[src/rtl/dcache_pkg.sv]
`default_nettype none
// ============================================================================
// Module   : dcache_pkg
// Purpose  : Shared FSM state encoding and address-field constants for the
//            direct-mapped data cache controller.
// Revision : 1.0 - initial release
// ============================================================================
package dcache_pkg;

    localparam int c_ADDR_W   = 32;
    localparam int c_DATA_W   = 32;
    localparam int c_OFFSET_W = 2;
    localparam int c_STAT_W   = 16;

    localparam logic [1:0] c_LSU_WAIT_MEM = 2'b10;

    typedef enum logic [2:0] {
        ST_IDLE    = 3'd0,
        ST_LOOKUP  = 3'd1,
        ST_RD_REQ  = 3'd2,
        ST_RD_WAIT = 3'd3,
        ST_WR_REQ  = 3'd4,
        ST_RESP    = 3'd5
    } dc_state_e;

endpackage
`default_nettype wire

[src/rtl/dcache_array.sv]
`default_nettype none
// ============================================================================
// Module   : dcache_array
// Purpose  : Tag/valid/data storage, one write port, combinational read.
// Revision : 1.0 - initial release
// ============================================================================
module dcache_array
    import dcache_pkg::*;
#(
    parameter int LINES = 16,
    parameter int TAG_W = c_ADDR_W - c_OFFSET_W - $clog2(LINES)
) (
    input  logic                     clk,
    input  logic                     rst_n,
    input  logic [$clog2(LINES)-1:0] i_rd_idx,
    output logic                     o_rd_valid,
    output logic [TAG_W-1:0]         o_rd_tag,
    output logic [c_DATA_W-1:0]      o_rd_data,
    input  logic                     i_we,
    input  logic [$clog2(LINES)-1:0] i_wr_idx,
    input  logic [TAG_W-1:0]         i_wr_tag,
    input  logic [c_DATA_W-1:0]      i_wr_data
);

    logic [LINES-1:0]    r_valid;
    logic [TAG_W-1:0]    r_tag  [LINES];
    logic [c_DATA_W-1:0] r_data [LINES];

    // Only valid bits need reset; tag/data are qualified by them.
    always_ff @(posedge clk) begin
        if (!rst_n) begin
            r_valid <= '0;
        end else if (i_we) begin
            r_valid[i_wr_idx] <= 1'b1;
        end
    end

    always_ff @(posedge clk) begin
        if (i_we) begin
            r_tag[i_wr_idx]  <= i_wr_tag;
            r_data[i_wr_idx] <= i_wr_data;
        end
    end

    assign o_rd_valid = r_valid[i_rd_idx];
    assign o_rd_tag   = r_tag[i_rd_idx];
    assign o_rd_data  = r_data[i_rd_idx];

endmodule
`default_nettype wire

[src/rtl/dcache_ctrl.sv]
`default_nettype none
// ============================================================================
// Module   : dcache_ctrl
// Purpose  : Direct-mapped, write-through, no-write-allocate data cache
//            controller. Define DCACHE_STATS_EN to build hit/miss counters.
// Revision : 1.0 - initial release
// ============================================================================
module dcache_ctrl
    import dcache_pkg::*;
#(
    parameter int LINES = 16,
    parameter int TAG_W = c_ADDR_W - c_OFFSET_W - $clog2(LINES)
) (
    input  logic                clk,
    input  logic                rst_n,
    input  logic [1:0]          lsu_state,
    input  logic                read_mem,
    input  logic                write_mem,
    input  logic [c_ADDR_W-1:0] addr,
    input  logic                addr_valid,
    input  logic [c_DATA_W-1:0] write_data,
    input  logic                write_data_valid,
    output logic                mem_done,
    output logic [c_DATA_W-1:0] DCache_data,
    output logic                mem_req,
    output logic                mem_we,
    output logic [c_ADDR_W-1:0] mem_addr,
    output logic [c_DATA_W-1:0] mem_wdata,
    input  logic                mem_ready,
    input  logic                mem_rvalid,
    input  logic [c_DATA_W-1:0] mem_rdata,
    output logic [c_STAT_W-1:0] hit_count,
    output logic [c_STAT_W-1:0] miss_count
);

    localparam int c_IDX_W  = $clog2(LINES);
    localparam int c_WORD_W = c_ADDR_W - c_OFFSET_W;

    dc_state_e           r_state;
    logic [c_WORD_W-1:0] r_word;
    logic [c_DATA_W-1:0] r_wdata;
    logic                r_is_read;

    logic                w_accept;
    logic [c_IDX_W-1:0]  w_idx;
    logic [TAG_W-1:0]    w_tag;
    logic                w_line_valid;
    logic [TAG_W-1:0]    w_line_tag;
    logic [c_DATA_W-1:0] w_line_data;
    logic                w_hit;
    logic                w_arr_we;
    logic [c_DATA_W-1:0] w_arr_data;
    logic                w_unused_addr_lsb;

    assign w_unused_addr_lsb = ^addr[c_OFFSET_W-1:0];

    assign w_accept = (r_state == ST_IDLE) && (lsu_state == c_LSU_WAIT_MEM) && addr_valid
                    && (read_mem || (write_mem && write_data_valid));

    assign w_idx = r_word[c_IDX_W-1:0];
    assign w_tag = r_word[c_WORD_W-1 -: TAG_W];
    assign w_hit = w_line_valid && (w_line_tag == w_tag);

    // Store hits refresh the line in LOOKUP; read misses fill it when data returns.
    assign w_arr_we   = ((r_state == ST_LOOKUP) && !r_is_read && w_hit)
                     || ((r_state == ST_RD_WAIT) && mem_rvalid);
    assign w_arr_data = (r_state == ST_RD_WAIT) ? mem_rdata : r_wdata;

    dcache_array #(
        .LINES (LINES),
        .TAG_W (TAG_W)
    ) u_array (
        .clk        (clk),
        .rst_n      (rst_n),
        .i_rd_idx   (w_idx),
        .o_rd_valid (w_line_valid),
        .o_rd_tag   (w_line_tag),
        .o_rd_data  (w_line_data),
        .i_we       (w_arr_we),
        .i_wr_idx   (w_idx),
        .i_wr_tag   (w_tag),
        .i_wr_data  (w_arr_data)
    );

    always_ff @(posedge clk) begin
        if (!rst_n) begin
            r_state     <= ST_IDLE;
            r_word      <= '0;
            r_wdata     <= '0;
            r_is_read   <= 1'b0;
            mem_done    <= 1'b0;
            DCache_data <= '0;
            mem_req     <= 1'b0;
            mem_we      <= 1'b0;
            mem_addr    <= '0;
            mem_wdata   <= '0;
        end else begin
            mem_done <= 1'b0;
            case (r_state)
                ST_IDLE: begin
                    if (w_accept) begin
                        r_word    <= addr[c_ADDR_W-1:c_OFFSET_W];
                        r_wdata   <= write_data;
                        r_is_read <= read_mem;
                        r_state   <= ST_LOOKUP;
                    end
                end
                ST_LOOKUP: begin
                    mem_addr <= {r_word, {c_OFFSET_W{1'b0}}};
                    if (r_is_read && w_hit) begin
                        DCache_data <= w_line_data;
                        mem_done    <= 1'b1;
                        r_state     <= ST_RESP;
                    end else if (r_is_read) begin
                        mem_req <= 1'b1;
                        mem_we  <= 1'b0;
                        r_state <= ST_RD_REQ;
                    end else begin
                        mem_req   <= 1'b1;
                        mem_we    <= 1'b1;
                        mem_wdata <= r_wdata;
                        r_state   <= ST_WR_REQ;
                    end
                end
                ST_RD_REQ: begin
                    // A same-cycle mem_rvalid is deliberately not looked at here.
                    if (mem_ready) begin
                        mem_req <= 1'b0;
                        r_state <= ST_RD_WAIT;
                    end
                end
                ST_RD_WAIT: begin
                    if (mem_rvalid) begin
                        DCache_data <= mem_rdata;
                        mem_done    <= 1'b1;
                        r_state     <= ST_RESP;
                    end
                end
                ST_WR_REQ: begin
                    if (mem_ready) begin
                        mem_req  <= 1'b0;
                        mem_done <= 1'b1;
                        r_state  <= ST_RESP;
                    end
                end
                ST_RESP: begin
                    r_state <= ST_IDLE;
                end
                default: begin
                    r_state <= ST_IDLE;
                end
            endcase
        end
    end

`ifdef DCACHE_STATS_EN
    logic [c_STAT_W-1:0] r_hit_count;
    logic [c_STAT_W-1:0] r_miss_count;

    always_ff @(posedge clk) begin
        if (!rst_n) begin
            r_hit_count  <= '0;
            r_miss_count <= '0;
        end else if (r_state == ST_LOOKUP) begin
            if (w_hit) begin
                if (r_hit_count != '1) r_hit_count <= r_hit_count + 1'b1;
            end else begin
                if (r_miss_count != '1) r_miss_count <= r_miss_count + 1'b1;
            end
        end
    end

    assign hit_count  = r_hit_count;
    assign miss_count = r_miss_count;
`else
    assign hit_count  = '0;
    assign miss_count = '0;
`endif

endmodule
`default_nettype wire

[config.mk]
export PLATFORM = sky130hd
export DESIGN_NAME = dcache_ctrl
export DESIGN_NICKNAME = d
export VERILOG_FILES = /design/src/rtl/dcache_pkg.sv /design/src/rtl/dcache_array.sv /design/src/rtl/dcache_ctrl.sv
export SDC_FILE = /design/constraint.sdc
export NUM_CORES = 1
export LEC_CHECK = 0
export CAP_MARGIN = 20
export CORE_MARGIN = 1
export CORE_UTILIZATION = 60
export DETAILED_ROUTE_END_ITERATION = 8
export PLACE_DENSITY_LB_ADDON = 0.12
export SYNTH_ARGS = -nofsm -noshare
export SYNTH_HDL_FRONTEND = slang
export SYNTH_SLANG_ARGS = --single-unit
[constraint.sdc]
create_clock -name clk -period 10.55 [get_ports clk]
set_input_delay 1.5825 -clock clk [delete_from_list [all_inputs] [get_ports clk]]
set_output_delay 1.5825 -clock clk [all_outputs]
set_load 0.005 [all_outputs]
### Yosys cells after proc, flatten, opt, wreduce, memory -nomap -nowiden

Memories as Yosys holds them, arrays and structs flattened. A register that Yosys moved wholly into a read port is not among the register bits.
Index checks and enable logic that the tools add are counted.

* flip-flop bits (word level): 179
* RAM bits: 928
* output and inout port bits: 131
* memories: 2

Memory list
* u_array.r_data: depth 16, width 32, rd ports 1, clocked after memory_dff 1, write ports 1, line dcache_array.sv:27 `logic [c_DATA_W-1:0] r_data [LINES];`
* u_array.r_tag: depth 16, width 26, rd ports 1, clocked after memory_dff 1, write ports 1, line dcache_array.sv:26 `logic [TAG_W-1:0] r_tag [LINES];`

* magnitude comparators: 2
* equal/unequal tests: 13
* muxes and demuxes: 29
* bitwise operators: 3
* reductions and logical operators: 23

Operators by type and width (number)
* 32-bit two-way mux: 3
* 32-bit case mux with 2 select lines: 1
* 26-bit == test: 1
* 3-bit two-way mux: 6
* 4-bit two-way mux: 4
* 16-bit bitwise OR: 1
* 3-bit case mux with 5 select lines: 1
* 1-bit logical AND: 10
* 1-bit two-way mux: 10
* 2-bit inequality test, second input constant: 5
* 3-bit AND reduction: 3
* 3-bit by 2-bit == test with 1-bit output, second input constant: 2
* 4-bit by 5-bit < comparator with 1-bit output, second input constant: 1
* 1-bit binary-select mux with 4-bit select: 1
* 1-bit demux with 4-bit select: 1
* 4-bit by 1-bit >= comparator with 1-bit output, second input constant: 1
* 2-bit by 1-bit inequality test with 1-bit output, second input constant: 2
* 2-bit AND reduction: 2
* 4-bit AND reduction: 1
* 2-bit nonzero test: 2
* 3-bit by 1-bit == test with 1-bit output, second input constant: 1
* 3-bit == test, second input constant: 1
* 3-bit zero test: 1
* 1-bit case mux with 3 select lines: 1
* other kinds (6): 8

### Depth between registers and ports, before layout

* word-level depth: 7
* mapped depth: 17

### Modules after synthesis

Synthesis repeated with hierarchy kept, for this count alone.

* cells, all modules: 2403
* area total of the unflattened synthesis: 42438.2 sq um

By module, submodules not included
* dcache_array: times used 1, cells each 1481, area each 35243.8 sq um
* dcache_ctrl: times used 1, cells each 922, area each 7194.4 sq um

### Worst setup path before layout

Ideal clock, no wire load.

* kind: reg-to-reg
* from: register (tool-made name)
* to: memory u_array.r_data[1][0], enable pin
* library setup time: 617 ps
* arrival time: 8249 ps
* slack: 1684 ps
* cell stages (with the launch flop): 14
* buffers on the path: 4
* clock period less this slack: 8866 ps
* cells stage by stage: dfxtp_1 -> buf_2 -> buf_2 -> buf_2 -> mux4_2 -> a22oi_1 -> nand3_1 -> xnor2_1 -> nand4b_1 -> or4_1 -> a211oi_2 -> a21oi_2 -> buf_6 -> nor4_1

RTL lines (line)
* end: declaration: dcache_array.sv:27

==> results.ini <==
[route]
route.detailed.drc=0
vias=23690
first_pass_iters=5
drt_iter0_markers=2591
wl_um=101600
vias_per_cell=6.288
routedWlPerCell_um=26.98
drt.antenna.violating_nets=0

[clocking]
clock_latency_ns=0.67
cts_buffers=107
cts_tree=yes
clock-sinks=1111
ctsHoldBuffers=0
post_cts_resize_count=0
clock-root-buffer=clkbuf_16
cts.path.max_buffers=3
post_cts_buffers=0
path_clk_slew_ns=0.06
ctsHtreeMaxLevel=3

[sta]
timing.final.crit_share=0.6251
fmax_mhz=151.6
setup_viol=0
final.setup.tns_ns=0
hold_viol=0
worstMarginPinSlew_ns=1.209
rsz0062_at_grt=no
whs_ns=0.4514
fin_crit_ns=6.595
skew_ns=0.03004
max_slew_margin=0.1942
drv_slew=0

[synthesis]
synth_area_mm2=0.04347
synth_edf_count=928
synth_cells=2518
synth-seq-cells=1111
synthArstFlopShare=0
ys.flop_type=edfxtp_1
yosys_warnings=0
syn_area_per_cell_um2=17.26
yosysUniqueCellTypes=61
ys_seq_area_frac=0.7254

[layout]
layout_commonest_cell=edfxtp_1
drive_above_1_share=0.1793
multiInputGateArea_mm2=0.01113
final-seq-area_mm2=0.03155
final_nets=2827
finalNonFillerCells=3767
fillers=4565
mostFrequentLayoutCells=928 x edfxtp_1, 421 x nand2_1, 245 x mux4_2
area_delta_synth_final_pct=14.73

[pwr]
leakagePower_nw=15.95
clkPwrFrac=0.430
peakVddDrop_mv=0.1388
p_sw_w=0.001749
comb_power_share=0.029
seqPwrFrac=0.541
powerDensity_mw_per_mm2=176.2
switching_share=0.1991
intPower_w=0.007038
power_w=0.008788

[floorplan]
die_x_um=271.2
start_util=0.6070
core_region_area_mm2=0.07161
fp.dieH_um=271.2
io-pin-count=237
rows=98
die_area_mm2=0.07352

[critical_path]
crit_path_start_kind=register
cp.required_ns=10.81
cp_max_fo=51
slowest_stage=buf_4
critPathMaxStageDelay_ns=0.98
path_cells=buf_4 -> mux4_2 -> mux2i_1 -> mux2i_1 -> xnor2_1 -> nand4_1 -> or4_1 -> a211oi_2 -> a21oi_4 -> nor3_2 -> buf_4
critPathKind=register to register
arrival_ns=6.85
crit_path_end_kind=register

[min_path]
hold_class=register to register

[place]
placement.io_buffers=200
hpwl_um=54200
dp.cells=3562
place_congestion=0.8007

[global_routing]
grt_pass1_wl_um=150800
antenna_found_initial=2
grt_util_all_layers=0.2798
grt_max_degree=92
grt_pass1_vias=23940
grt-ovfl-total=0

[run]
cap_viol_max_count=0

[run_status]
status=finished, final reports clean

## logic make-up (layout without fill, tap and decap cells)
kind of cell              count (synthesis)  after routing  synth area share
xor gates and xnor gates                 40             40          0.008060
buffers and inverters                   203            468           0.02430
DFF                                    1111           1111            0.7254
other                                     1             35        0.00008628
and+or+nand+nor                         597            597           0.05982
AOI/OAI and AO/OA                       239            239           0.03616
muxes                                   327            327            0.1462
## sequential cells by signal, summed over array words and instances, names as in the netlist, named ones only
register         flops
mem_wdata           32
r_state              3
DCache_data         32
mem_req              1
r_word              30
u_array.r_tag      416
mem_done             1
r_is_read            1
u_array.r_data     512
u_array.r_valid     16
mem_addr            30
r_wdata             32
mem_we               1
## metal layers
metal	vias up	routed length, µm	global-route usage
li1	10200	-	-
met1	12240	40040	0.3895
met2	1092	50440	0.4596
met3	157	8602	0.04564
met4	0	2552	0.08797
met5	-	0	0
## power groups by stage
stage	Sequential [W]	Combinational (W)	Clock [W]
finish	0.00476	0.000251	0.00378
global route	0.00476	0.000268	0.00399
CTS	0.00476	0.000250	0.00383
detailed placement	0.00485	0.000249	0
global placement	0.00485	0.000245	0
floorplan	0.00483	0.000168	0
## Yosys cell counts (2+ instances only)
| cell | instances | share of area |
|---|---|---|
| mux2i_1 | 70 | 0.016 |
| nand2b_1 | 4 | 0.00058 |
| nor4bb_1 | 3 | 0.00069 |
| buf_4 | 47 | 0.0081 |
| nor4b_1 | 6 | 0.0012 |
| mux2_2 | 12 | 0.0031 |
| edfxtp_1 | 928 | 0.64 |
| a31oi_1 | 2 | 0.00029 |
| nor2_1 | 19 | 0.0016 |
| inv_1 | 4 | 0.00035 |
| a211o_1 | 4 | 0.00081 |
| a2111oi_0 | 4 | 0.00081 |
| a221oi_1 | 5 | 0.0010 |
| mux4_2 | 245 | 0.13 |
| nor2b_1 | 6 | 0.00086 |
| and4_1 | 6 | 0.0012 |
| or3_1 | 2 | 0.00029 |
| o21ai_0 | 7 | 0.00081 |
| xor2_1 | 16 | 0.0032 |
| dfxtp_1 | 183 | 0.084 |
| a21oi_1 | 134 | 0.015 |
| nand2_1 | 421 | 0.036 |
| o211ai_1 | 3 | 0.00052 |
| nand3_1 | 16 | 0.0018 |
| xnor2_1 | 24 | 0.0048 |
| nor3_1 | 77 | 0.0089 |
| buf_1 | 18 | 0.0016 |
| or4_1 | 3 | 0.00052 |
| o211a_1 | 34 | 0.0078 |
| nand4b_1 | 7 | 0.0014 |
| o2bb2ai_1 | 2 | 0.00040 |
| o22ai_1 | 5 | 0.00072 |
| a22oi_1 | 11 | 0.0019 |
| nand4_1 | 5 | 0.00072 |
| and3_1 | 2 | 0.00029 |
| nor4_1 | 9 | 0.0013 |
| and2_1 | 3 | 0.00043 |
| buf_6 | 10 | 0.0026 |
| clkbuf_1 | 88 | 0.0076 |
| buf_2 | 34 | 0.0039 |
| o41ai_1 | 17 | 0.0034 |
| or2_2 | 3 | 0.00043 |
## per-stage QoR
stage          worst slack [ns]    util  instance area [µm²]
5_1_grt                   3.745  0.6964                49870
2_1_floorplan             1.684       -                43590
3_5_place_dp              3.995  0.6474                46360
4_1_cts                   3.945  0.6964                49870
6_report                  3.955  0.6964                49870
3_3_place_gp              4.024  0.6474                46360
## final timing paths
| check | start | depth (start not counted) | to | slack, ns |
|---|---|---|---|---|
| worst max-delay path | register | 11 | u_array.r_data[15][4] | 3.95 |
| worst min-delay path | mem_addr[24] | 2 | mem_addr[24] | 0.45 |
| worst max register to register | register | 11 | u_array.r_data[15][4] | 3.95 |
| worst min register to register | mem_addr[24] | 2 | mem_addr[24] | 0.45 |
## critical path: cells and delay by family (launching register included)
| kind | cells | cell delay, ns |
|---|---|---|
| AOI/OAI and AO/OA | 2 | 0.72 |
| xor gates and xnor gates | 1 | 0.43 |
| buffers and inverters | 2 | 1.66 |
| DFF | 1 | 0.65 |
| muxes | 3 | 1.03 |
| and+or+nand+nor | 3 | 1.48 |
## area by class of cell
| type | count | area share |
|---|---|---|
| flip-flops and latches | 1111 | 0.6326 |
| multi-input cells | 1237 | 0.2233 |
| clock buffers | 153 | 0.06104 |
| repair buffers | 258 | 0.04938 |
| well taps | 950 | 0.02384 |
| clock inverters | 51 | 0.009309 |
| inverters | 6 | 0.0005520 |
| diodes | 1 | 0.00005018 |
No activity file was read; power rests on OpenSTA's default activity.
